`src/rtl/qea_state_dump_if.sv`:
```
// Amplitude stream bundle: valid/ready with data, index and last.
// master drives valid/data/index/last; slave drives ready.
interface qea_state_dump_if #(
  parameter int DATA_W  = 64,
  parameter int INDEX_W = 18
);
  logic               valid;
  logic               ready;
  logic [DATA_W-1:0]  data;
  logic [INDEX_W-1:0] index;
  logic               last;

  modport master (
    output valid, data, index, last,
    input  ready
  );

  modport slave (
    input  valid, data, index, last,
    output ready
  );
endinterface

```
`src/rtl/qea_state_dump.sv`:
```
// QEA state-RAM readback: sweeps rows, unpacks lanes, streams amplitudes.
// Ports: clk/rst, i_start/i_qbit_num, o_state_* RAM port, amp stream, status.
module qea_state_dump #(
  parameter int PE_NUM_WIDTH     = 2,
  parameter int PE_NUM           = 4,
  parameter int DATA_WIDTH       = 32,
  parameter int STATE_DATA_WIDTH = 64,
  parameter int STATE_ADDR_WIDTH = 16,
  parameter int MAX_QBIT_WIDTH   = 6,
  parameter int RD_LATENCY       = 2
) (
  input  logic                               clk,
  input  logic                               rst,
  input  logic                               i_start,
  input  logic [MAX_QBIT_WIDTH-1:0]          i_qbit_num,
  output logic [PE_NUM-1:0]                  o_state_ena,
  output logic [PE_NUM-1:0]                  o_state_wea,
  output logic [STATE_ADDR_WIDTH-1:0]        o_state_addra,
  input  logic [PE_NUM*STATE_DATA_WIDTH-1:0] i_state_dout,
  qea_state_dump_if.master                   amp,
  output logic                               o_busy,
  output logic                               o_done,
  output logic                               o_error
);
  localparam int AW  = STATE_ADDR_WIDTH;
  localparam int PNW = PE_NUM_WIDTH;
  localparam int QW  = MAX_QBIT_WIDTH;
  localparam int SDW = STATE_DATA_WIDTH;
  localparam int IW  = AW + PNW;
  localparam int RW  = PE_NUM * SDW;
  localparam logic [QW-1:0] NMin = QW'(PNW);
  localparam logic [QW-1:0] NMax = QW'(AW + PNW);

  typedef enum logic [1:0] {
    S_IDLE,
    S_RUN,
    S_DONE
  } state_e;

  state_e          state_q, state_d;
  logic [QW-1:0]   n_q, n_d;
  logic [AW-1:0]   row_q, row_d;
  logic            all_iss_q, all_iss_d;
  logic [AW-1:0]   addr_q, addr_d;
  logic [RD_LATENCY-1:0] pipe_q, pipe_d;
  logic [RW-1:0]   rowbuf_q [2];
  logic [RW-1:0]   rowbuf_d [2];
  logic            hd_q, hd_d;
  logic            tl_q, tl_d;
  logic [1:0]      fill_q, fill_d;
  logic [PNW-1:0]  beat_q, beat_d;
  logic [IW-1:0]   idx_q, idx_d;
  logic            err_q, err_d;

  logic            n_ok;
  logic            running;
  logic [AW-1:0]   row_last;
  logic [IW-1:0]   idx_last;
  logic [2:0]      inflight;
  logic [2:0]      occ;
  logic            issue;
  logic            valid;
  logic            hs;
  logic            pop;
  logic            cap;
  logic [SDW-1:0]  lane;

  always_comb begin
    n_ok     = (i_qbit_num >= NMin) && (i_qbit_num <= NMax);
    running  = (state_q == S_RUN);
    row_last = ~({AW{1'b1}} << (n_q - NMin));
    idx_last = ~({IW{1'b1}} << n_q);
    // Slots are counted as filled buffers plus reads still in the pipe,
    // so a buffer freed this cycle is only reusable next cycle.
    inflight = '0;
    for (int k = 0; k < RD_LATENCY; k++) begin
      inflight = inflight + {2'b00, pipe_q[k]};
    end
    occ   = inflight + {1'b0, fill_q};
    issue = running && !all_iss_q && (occ < 3'd2);
    valid = running && (fill_q != 2'd0);
    hs    = valid && amp.ready;
    pop   = hs && (beat_q == PNW'(PE_NUM - 1));
    cap   = pipe_q[RD_LATENCY-1];
    // Lane 0 sits in the most significant slice of the row.
    lane = '0;
    for (int j = 0; j < PE_NUM; j++) begin
      if (beat_q == PNW'(j)) begin
        lane = rowbuf_q[hd_q][(PE_NUM-1-j)*SDW +: SDW];
      end
    end
  end

  always_comb begin
    state_d   = state_q;
    n_d       = n_q;
    row_d     = row_q;
    all_iss_d = all_iss_q;
    addr_d    = addr_q;
    rowbuf_d  = rowbuf_q;
    hd_d      = hd_q;
    tl_d      = tl_q;
    fill_d    = fill_q;
    beat_d    = beat_q;
    idx_d     = idx_q;
    err_d     = 1'b0;
    pipe_d    = pipe_q << 1;
    pipe_d[0] = issue;

    unique case (1'b1)
      state_q == S_IDLE: begin
        if (i_start && n_ok) begin
          state_d   = S_RUN;
          n_d       = i_qbit_num;
          row_d     = '0;
          all_iss_d = 1'b0;
          hd_d      = 1'b0;
          tl_d      = 1'b0;
          fill_d    = '0;
          beat_d    = '0;
          idx_d     = '0;
        end else if (i_start) begin
          err_d = 1'b1;
        end
      end
      state_q == S_RUN: begin
        if (issue) begin
          addr_d = row_q;
          row_d  = row_q + AW'(1);
          if (row_q == row_last) begin
            all_iss_d = 1'b1;
          end
        end
        if (cap) begin
          rowbuf_d[tl_q] = i_state_dout;
          tl_d           = ~tl_q;
        end
        fill_d = fill_q + {1'b0, cap} - {1'b0, pop};
        if (hs) begin
          idx_d  = idx_q + IW'(1);
          beat_d = beat_q + PNW'(1);
        end
        if (pop) begin
          hd_d = ~hd_q;
        end
        if (hs && amp.last) begin
          state_d = S_DONE;
        end
      end
      default: begin
        state_d = S_IDLE;
      end
    endcase
  end

  always_ff @(posedge clk) begin
    if (rst) begin
      state_q   <= S_IDLE;
      n_q       <= '0;
      row_q     <= '0;
      all_iss_q <= 1'b0;
      addr_q    <= '0;
      pipe_q    <= '0;
      rowbuf_q  <= '{default: '0};
      hd_q      <= 1'b0;
      tl_q      <= 1'b0;
      fill_q    <= '0;
      beat_q    <= '0;
      idx_q     <= '0;
      err_q     <= 1'b0;
    end else begin
      state_q   <= state_d;
      n_q       <= n_d;
      row_q     <= row_d;
      all_iss_q <= all_iss_d;
      addr_q    <= addr_d;
      pipe_q    <= pipe_d;
      rowbuf_q  <= rowbuf_d;
      hd_q      <= hd_d;
      tl_q      <= tl_d;
      fill_q    <= fill_d;
      beat_q    <= beat_d;
      idx_q     <= idx_d;
      err_q     <= err_d;
    end
  end

  assign o_state_ena   = {PE_NUM{issue}};
  assign o_state_wea   = '0;
  assign o_state_addra = issue ? row_q : addr_q;
  assign o_busy        = running;
  assign o_done        = (state_q == S_DONE);
  assign o_error       = err_q;

  // Amplitude is {real, imag}.
  assign amp.valid = valid;
  assign amp.data  = {lane[DATA_WIDTH +: DATA_WIDTH], lane[0 +: DATA_WIDTH]};
  assign amp.index = idx_q;
  assign amp.last  = valid && (idx_q == idx_last);
endmodule
```
`src/flat_wrapper.sv`:
```
// flat-port wrapper written by rule: the top's interface ports become plain ports
module qea_state_dump_flat 
#(
  parameter int PE_NUM_WIDTH     = 2,
  parameter int PE_NUM           = 4,
  parameter int DATA_WIDTH       = 32,
  parameter int STATE_DATA_WIDTH = 64,
  parameter int STATE_ADDR_WIDTH = 16,
  parameter int MAX_QBIT_WIDTH   = 6,
  parameter int RD_LATENCY       = 2
)
  (clk, rst, i_start, i_qbit_num, o_state_ena, o_state_wea, o_state_addra, i_state_dout, o_busy, o_done, o_error, amp_valid, amp_data, amp_index, amp_last, amp_ready);
  qea_state_dump_if amp_i ();
  input  logic clk;
  input  logic rst;
  input  logic i_start;
  input  logic [MAX_QBIT_WIDTH-1:0] i_qbit_num;
  output logic [PE_NUM-1:0] o_state_ena;
  output logic [PE_NUM-1:0] o_state_wea;
  output logic [STATE_ADDR_WIDTH-1:0] o_state_addra;
  input  logic [PE_NUM*STATE_DATA_WIDTH-1:0] i_state_dout;
  output logic o_busy;
  output logic o_done;
  output logic o_error;
  output wire logic [$bits(amp_i.valid)-1:0] amp_valid;
  output wire logic [$bits(amp_i.data)-1:0] amp_data;
  output wire logic [$bits(amp_i.index)-1:0] amp_index;
  output wire logic [$bits(amp_i.last)-1:0] amp_last;
  input wire logic [$bits(amp_i.ready)-1:0] amp_ready;
  assign amp_valid = amp_i.valid;
  assign amp_data = amp_i.data;
  assign amp_index = amp_i.index;
  assign amp_last = amp_i.last;
  assign amp_i.ready = amp_ready;
  qea_state_dump #(.PE_NUM_WIDTH(PE_NUM_WIDTH), .PE_NUM(PE_NUM), .DATA_WIDTH(DATA_WIDTH), .STATE_DATA_WIDTH(STATE_DATA_WIDTH), .STATE_ADDR_WIDTH(STATE_ADDR_WIDTH), .MAX_QBIT_WIDTH(MAX_QBIT_WIDTH), .RD_LATENCY(RD_LATENCY)) u_core (.clk(clk), .rst(rst), .i_start(i_start), .i_qbit_num(i_qbit_num), .o_state_ena(o_state_ena), .o_state_wea(o_state_wea), .o_state_addra(o_state_addra), .i_state_dout(i_state_dout), .amp(amp_i), .o_busy(o_busy), .o_done(o_done), .o_error(o_error));
endmodule
```
`config.mk`:
```
export PLATFORM = sky130hd
export DESIGN_NAME = qea_state_dump_flat
export DESIGN_NICKNAME = d
export VERILOG_FILES = /design/src/rtl/qea_state_dump_if.sv /design/src/rtl/qea_state_dump.sv /design/src/flat_wrapper.sv
export SDC_FILE = /design/constraint.sdc
export NUM_CORES = 1
export LEC_CHECK = 0
export BUFFER_PORTS_ARGS = -buffer_cell sky130_fd_sc_hd__buf_2
export CORE_MARGIN = 2
export CORE_UTILIZATION = 40
export CTS_CLUSTER_DIAMETER = 40
export DETAILED_ROUTE_END_ITERATION = 7
export GPL_TIMING_DRIVEN = 0
export PLACE_DENSITY = 0.63
export SLEW_MARGIN = 20
export SYNTH_ARGS = -nofsm -noshare
export SYNTH_HDL_FRONTEND = slang
export SYNTH_SLANG_ARGS = --single-unit
```
`constraint.sdc`:
```
create_clock -name clk -period 3.4 [get_ports clk]
set_input_delay 0.85 -clock clk [delete_from_list [all_inputs] [get_ports clk]]
set_output_delay 0.85 -clock clk [all_outputs]
set_load 0.01 [all_outputs]
```
==> impl_metrics.tcl, run 1 <==
set metrics [dict create \
    total_switching_power_mw 4.08 \
    post_synth_and_or_nand_nor_area_fraction_pct 21.4 \
    fp.dieH_um 258 \
    worst_path_max_delay_cell "or4_4" \
    drt_iter0_markers 2166 \
    rr_endpoint "u_core.rowbuf_q[381]" \
    failing_checks "negative setup slack" \
    globalRoute.totalOverflow 0 \
    flow.area_growth_from_synthesis_pct 34.5 \
    p_leak_nw 12.1 \
    dieWidth_um 258 \
    timing.slew.headroom_pct 19.8 \
    startpoint_of_the_lowest_slack_register_to_register_path "u_core.state_q[1]" \
    finish.utilization_pct 54.2 \
    p_per_area_mw_per_mm2 505 \
    area_of_the_multi_input_gates_mm2 0.0144 \
    preCtsSetupSlack_ns -0.761 \
    status "complete, but fails checks" \
    crit_type "reg2out" \
    cts_tree "built" \
    worst_hold_startpoint "i_state_dout[10]" \
    finalHoldViolCount 0 \
    maxSlewViolCount 0 \
    pwr-share-comb_pct 3.7 \
    ioPinCount 377 \
    synth_mux_area_share_pct 10.3 \
    antenna_violating_nets_post_route 0 \
    most-common-layout-cells "1,094 x nand2_1, 626 x a21oi_1, 573 x dfxtp_1" \
    timing.critical_path.fanout_max 7 \
    num_rows 93 \
    hold_path.class "in2reg" \
    drc_errors 0 \
    vias_per_cell 5.35 \
    route.met2.wl_um 46400 \
    synth-compound-area-share_pct 17.0 \
    detailed_place.area_mm2 0.0288 \
    netlist_instances 3394 \
    drtPass1Iterations 6 \
    crit_chain "ha_4 > and2_4 > fa_1 > or4_4 > inv_8 > buf_8 > nand2_1 > nand2_1 > buf_2" \
    worstHoldEndpoint "u_core.rowbuf_q[10]" \
    sw_frac_of_total_pct 23.3 \
    fp.coreArea_mm2 0.0641 \
    vdd_drop_max_mv 0.412 \
    finish.instance_area_mm2 0.0347 \
    buffer_levels_on_the_longest_clock_path 3 \
    max_slew.worst_pin.slew_ns 1.20 \
    ff2ff_path_depth 9 \
    setup_repair_after_global_routing_missed_its_margin "yes" \
    post-route-period-util_pct 111 \
    synth_area_mm2 0.0258 \
    global_route_wire_length_before_repair_um 145000 \
    vias 26000 \
    seq_power_share_pct 38.9 \
    ff_latch_area_mm2 0.0116 \
    r2r_setup_slack_ns 0.24 \
    routed_wire_length_per_instance_um 20.4 \
    final_layout_size_suffix_gt1_share_pct 24.2 \
    number_of_enable_type_register_cells_in_the_synthesized_netlist 0 \
    synth.lib_cells_used.distinct 62 \
    synth.yosys.warnings 0 \
    synth_seq_area_share_pct 44.9 \
    yosys_register_bits 580 \
    share_clk_of_total_power_pct 57.4 \
    floorplan.initialDensity_pct 40.3 \
    cp.arrival_ns 2.94 \
    critical_path.max_stage_delay_ns 0.62 \
    max_cap_viol_count 0 \
    cts.reportedPaths.clkPinSlew_ns 0.06 \
    antenna_found_initial 40 \
    post_synth_fa_ha_maj_area_fraction_pct 0.697 \
    drt-met1-wl_um 40300 \
    tritoncts.num_buffers 95 \
    global_route.usage.total_pct 28.3 \
    ys_dominant_reg_cell "dfxtp_1" \
    top_layer_used "met5" \
    layout_commonest_cell "nand2_1" \
    synth_xor_xnor_area_share_pct 1.15 \
    cts-htree-levels 3 \
    post-dp-hpwl_um 69400 \
    synth_top_family_by_area "simple AND/OR/NAND/NOR gates" \
    clock-sinks 580 \
    wl_final_um 99000 \
    via_count_of_the_first_global_routing_pass 24500 \
    cpMostUsedCell "nand2_1" \
    fin_skew_ns 0.0298 \
    required_ns 2.55 \
    buffer_ports.inserted 372 \
    postSynth.asyncResetShare_pct 0 \
    met3WireLength_um 8440 \
    finalPower_mw 17.5 \
    design.die.area_mm2 0.0667 \
    cts_root_buffer "clkbuf_16" \
    fmax_ghz 0.264 \
    fin_hold_ws_ns 0.446 \
    critPathLaunchType "flop" \
    grt_max_degree 14 \
    whs_path_depth 3 \
    cellInternalPower_mw 13.5 \
    finalNetCount 4181 \
    post_synth.cell_area_avg_um2 7.61 \
    pnr_worst_setup_slack_ns -0.389 \
    globalplace.congestion 0.885 \
    fin_crit_ns 3.79 \
    worst_setup_path_end_kind "output port" \
    number_of_filler_cells_placed_in_the_layout 6166 \
    timing.final.setup_violations 24 \
    worst_skew_pair.late_latency_ns 0.65 \
]
==> layer usage <==
| layer | vias to the layer above | track usage [%] |
|---|---|---|
| li1 | 12400 | - |
| met1 | 12400 | 35.6 |
| met2 | 961 | 45.3 |
| met3 | 239 | 7.79 |
| met4 | 30 | 12.6 |
| met5 | - | 0 |
==> how the worst max path moves through the flow <==
| stage | start | endpoint | slack, ns | cells after the start |
|---|---|---|---|---|
| floorplan | u_core.pipe_q[1] | o_state_addra[2] | 0.06 | 9 |
| global placement | u_core.hd_q | amp_data[6] | -1.23 | 8 |
| detailed placement | u_core.hd_q | amp_data[6] | -0.76 | 8 |
| CTS | u_core.pipe_q[0] | o_state_addra[1] | -0.40 | 9 |
| global route | u_core.pipe_q[0] | o_state_addra[4] | -0.47 | 9 |
| finish | u_core.pipe_q[1] | o_state_addra[4] | -0.39 | 9 |
==> synth_stat cells (all sizes together) (3+ instances only) <==
library cell     n  area (µm²)
a2111oi          4        66.3
a211oi          67         503
a21oi          674        3370
a31oi            4        25.0
a32oi            3        26.3
and2             5        31.3
and4             3        26.3
buf             38         184
clkbuf         241         905
dfxtp          580       11600
ha              12         150
inv             19        71.3
mux2            64         721
mux2i          192        1920
nand2         1107        4160
nand2b           6        37.5
nand3           19         100
nand3b           4        30.0
nand4            8        50.1
nor2           181         679
nor2b           21         131
nor3            15        85.1
nor4             4        25.0
nor4b            3        26.3
o211ai           5        37.5
o21ai           34         170
or3             11        68.8
or4              3        22.5
xnor2           21         184
xor2            13         114
==> metrics by stage <==
stage / setup TNS, ns / cells
after floorplan: 0 / 3397
final: -7.26 / 4861
after global placement: -92.33 / 4624
after detailed placement: -46.84 / 4624
after global routing: -10.88 / 4851
after CTS: -8.22 / 4816
==> power groups by stage <==
stage	clock, mW	sequential (mW)	combinational, mW
after CTS	10.1	6.82	0.628
after global routing	10.5	6.82	0.696
after floorplan	0	6.97	0.233
after global placement	0	6.97	0.589
final	10.1	6.82	0.655
after detailed placement	0	6.97	0.589
==> registers in the layout (all words and copies together), names as in the netlist <==
signal	flops
u_core.rowbuf_q	512
u_core.amp.index	18
u_core.addr_q	16
u_core.row_q	16
u_core.n_q	6
u_core.beat_q	2
u_core.fill_q	2
u_core.pipe_q	2
u_core.state_q	2
u_core.all_iss_q	1
u_core.hd_q	1
u_core.o_error	1
u_core.tl_q	1
==> timing repair <==
action,4_1_cts,5_1_grt
pin swaps,33,122
cloned,2,7
gates resized for setup,302,296
setup buffers,16,15
setup endpoints to repair,107,248
hold buffers,0,0
==> cell families after synthesis <==
family                   count (synthesis)
AO/OA/AOI/OAI                          811
XOR/XNOR                                34
other                                    1
buffers and inverters                  298
adder cells (fa/ha/maj)                 14
multiplexers                           257
flip-flops                             580
AND/OR/NAND/NOR                       1399
==> worst max-delay path: cells and delay by family (launching register included) <==
kind,cells,cell delay [ns]
AND/OR/NAND/NOR,4,0.91
adder cells (fa/ha/maj),2,0.64
flip-flops,1,0.35
buffers and inverters,3,0.38
==> layout make-up <==
type	instances	area share [%]
inverters	19	0.248
diodes	25	0.180
plain buffers	275	4.79
multi-input cells	2519	41.4
repair buffers	412	7.17
flip-flops and latches	580	33.5
clock buffers	116	7.51
clock inverters	60	2.15
well taps	855	3.08
(Power assumes the default switching activity.)
==> run 2, diff against run 1 <==
ABC_AREA = 1   (was unset)
PLACE_DENSITY = 0.62   (was 0.63)
==> run 2 against run 1 <==
Compared with the run above: sequential power is 0.7% higher; the flow still finishes with violations (negative setup slack); clock skew is 0.014 ns higher; maximum frequency is 2.7% higher; critical path type unchanged; routed wire length is 10% higher; first-iteration DRC count is 19% higher; cell area is 4.0% higher; global-route usage is 2.4 points higher; clock power is 5% higher.
==> impl_metrics.tcl, run 2 <==
set metrics [dict create \
    drtPass1Iterations 6 \
    layout_commonest_cell "nor2_1" \
    yosys.area.top_type "dfxtp_1" \
    setup_repair_after_global_routing_missed_its_margin "yes" \
    ys_top_cells_by_area "dfxtp_1 44%, o21ai_0 16%, nor2_1 11%" \
    required_ns 2.55 \
    vias_per_cell 5.31 \
    grt_max_degree 17 \
    fin_hold_ws_ns 0.405 \
    fp.coreArea_mm2 0.0655 \
    drc_errors 0 \
    cellInternalPower_mw 14.5 \
    synth_most_common_cell "o21ai_0" \
    fin_skew_ns 0.0442 \
    crit_type "reg2out" \
    synth.yosys.warnings 0 \
    p_leak_nw 15.4 \
    vdd_drop_max_mv 0.443 \
    yosys_register_bits 580 \
    globalplace.congestion 0.948 \
    synth_area_mm2 0.0264 \
    finish.utilization_pct 55.1 \
    post-dp-hpwl_um 76500 \
    pwr-share-comb_pct 11.2 \
    max_slew.worst_pin.slew_ns 1.18 \
    vias 28500 \
    ioPinCount 377 \
    worst_skew_pair.late_latency_ns 0.66 \
    post_cts_hold_buffer_count 0 \
    fp.dieH_um 261 \
    timing.final.setup_violations 60 \
    ys_dominant_reg_cell "dfxtp_1" \
    p_per_area_mw_per_mm2 544 \
    wl_final_um 109000 \
    timing.critical_path.fanout_max 5 \
    routed_wire_length_per_instance_um 20.3 \
    netlist_instances 3833 \
    r2r_setup_slack_ns 0.12 \
    cts_root_buffer "clkbuf_16" \
    cts.reportedPaths.clkPinSlew_ns 0.06 \
    worst_setup_path_end_kind "output port" \
    status "complete, but fails checks" \
    buffer_levels_on_the_longest_clock_path 3 \
    cts_tree "built" \
    post-route-period-util_pct 108 \
    synth.lib_cells_used.distinct 42 \
    largest_reg_flops 512 \
    seq_power_share_pct 35.0 \
    timing.slew.headroom_pct 21.5 \
    synth_seq_area_share_pct 44.0 \
    reg_with_most_ffs "u_core.rowbuf_q" \
    sw_frac_of_total_pct 26.2 \
    globalRoute.totalOverflow 0 \
    max_cap_viol_count 0 \
    failing_checks "negative setup slack" \
    post_synth.cell_area_avg_um2 6.88 \
    antenna_violating_nets_post_route 0 \
    area_share_of_the_leading_cell_type_in_the_synthesized_netlist_pct 44.0 \
    fin_crit_ns 3.69 \
    hold_path.class "in2reg" \
    drt_iter0_markers 2577 \
    tritoncts.num_buffers 98 \
    floorplan.initialDensity_pct 40.3 \
    number_of_enable_type_register_cells_in_the_synthesized_netlist 0 \
    num_rows 94 \
    most-common-layout-cells "706 x nor2_1, 700 x o21ai_0, 573 x dfxtp_1" \
    flow.area_growth_from_synthesis_pct 37.0 \
    dieWidth_um 261 \
    synthTopCellsByCount "835 x o21ai_0, 767 x nor2_1, 580 x dfxtp_1" \
    finalNetCount 4673 \
    global_route.usage.total_pct 30.7 \
    antenna_found_initial 40 \
    critPathLaunchType "flop" \
    cts-htree-levels 3 \
    maxSlewViolCount 0 \
    clock-sinks 580 \
    buffer_ports.inserted 372 \
    postSynth.asyncResetShare_pct 0 \
    via_count_of_the_first_global_routing_pass 26700 \
    total_switching_power_mw 5.15 \
    pnr_worst_setup_slack_ns -0.287 \
    final_layout_size_suffix_gt1_share_pct 24.8 \
    finalHoldViolCount 0 \
    fmax_ghz 0.271 \
    cp.arrival_ns 2.84 \
    design.die.area_mm2 0.0680 \
    share_clk_of_total_power_pct 53.9 \
    global_route_wire_length_before_repair_um 159000 \
]
[run 2: changes by cell type after synthesis, sizes merged, moves of 62 or more]
cell    previous run  this run
a211oi            67         5
a21oi            674       432
inv               19       403
mux2              64         0
mux2i            192         0
nand2           1107       218
nor2             181       778
o21ai             34       864
[run 2: worst paths after layout]
kind / from / cells past startpoint / end
max: u_core.pipe_q[0] / 11 / o_state_addra[12]
min: i_state_dout[221] / 3 / u_core.rowbuf_q[477]
max reg2reg: u_core.pipe_q[0] / 22 / u_core.addr_q[2]
min reg2reg: u_core.rowbuf_q[173] / 2 / u_core.rowbuf_q[173]
[run 2: kinds of logic (layout without fill, tap and decap cells)]
logic type	count (synthesis)	in the layout	synth area share (%)
flops	580	580	44.0
xor+xnor	29	29	0.991
buf+inv	712	1353	10.6
simple gates	1125	1125	17.2
compound gates	1373	1373	26.6
fa+ha+maj	13	13	0.645
other cells	1	36	0.0142
[run 2: per-layer routing]
| metal | up-vias | part of all wire (%) | GRT usage [%] |
|---|---|---|---|
| met5 | - | 0.15 | 0 |
| met3 | 275 | 8.2 | 6.04 |
| met4 | 28 | 4.8 | 14.7 |
| li1 | 13700 | - | - |
| met1 | 13300 | 39 | 38.0 |
| met2 | 1209 | 47 | 51.3 |
[run 2: power by group through the flow]
stage / logic (mW) / registers (mW) / clock network, mW
global route: 2.34 / 6.87 / 11.0
detailed placement: 1.46 / 7.01 / 0
CTS: 1.97 / 6.87 / 10.6
global placement: 1.46 / 7.01 / 0
finish: 2.20 / 6.87 / 10.6
floorplan: 0.759 / 7.00 / 0
[run 2: metrics by stage]
stage                     setup TNS (ns)  power [mW]  area (µm²)  instances  worst slack [ns]
after floorplan                        0        7.76       26400       3836             0.463
after global placement            -17.79        8.47       29300       5072            -0.602
after detailed placement          -17.30        8.47       29300       5072            -0.616
after CTS                          -8.92        19.5       35200       5329            -0.291
after global routing              -14.68        20.2       36100       5361            -0.470
final                              -7.21        19.7       36100       5373            -0.287
[run 2: critical path, stage by stage, from the launching register on]
cell	delay [ns]
dfxtp_4	0.35
ha_4	0.23
nand2_2	0.06
inv_2	0.03
fa_1	0.45
nor3_2	0.18
nand2_2	0.17
buf_8	0.18
buf_4	0.15
o21ai_2	0.16
inv_1	0.09
buf_6	0.12
[run 2: area by class of cell]
type                       count  area, µm²
antenna                       32       80.1
clock inverter                58        865
clock buffer                 125       2700
tap                          864       1080
inverter                     405       1530
multi-input combinational   2544      13400
sequential                   580      11600
buffer                       305       1850
timing repair inverter         1       7.51
fill                        6277      29400
timing repair buffer         459       2970
[run 2: what timing repair did]
item | in CTS | in global routing
cloned | 11 | 1
pin swaps | 157 | 175
resized for setup | 583 | 270
endpoints found under the setup margin | 85 | 86
setup buffers | 65 | 18
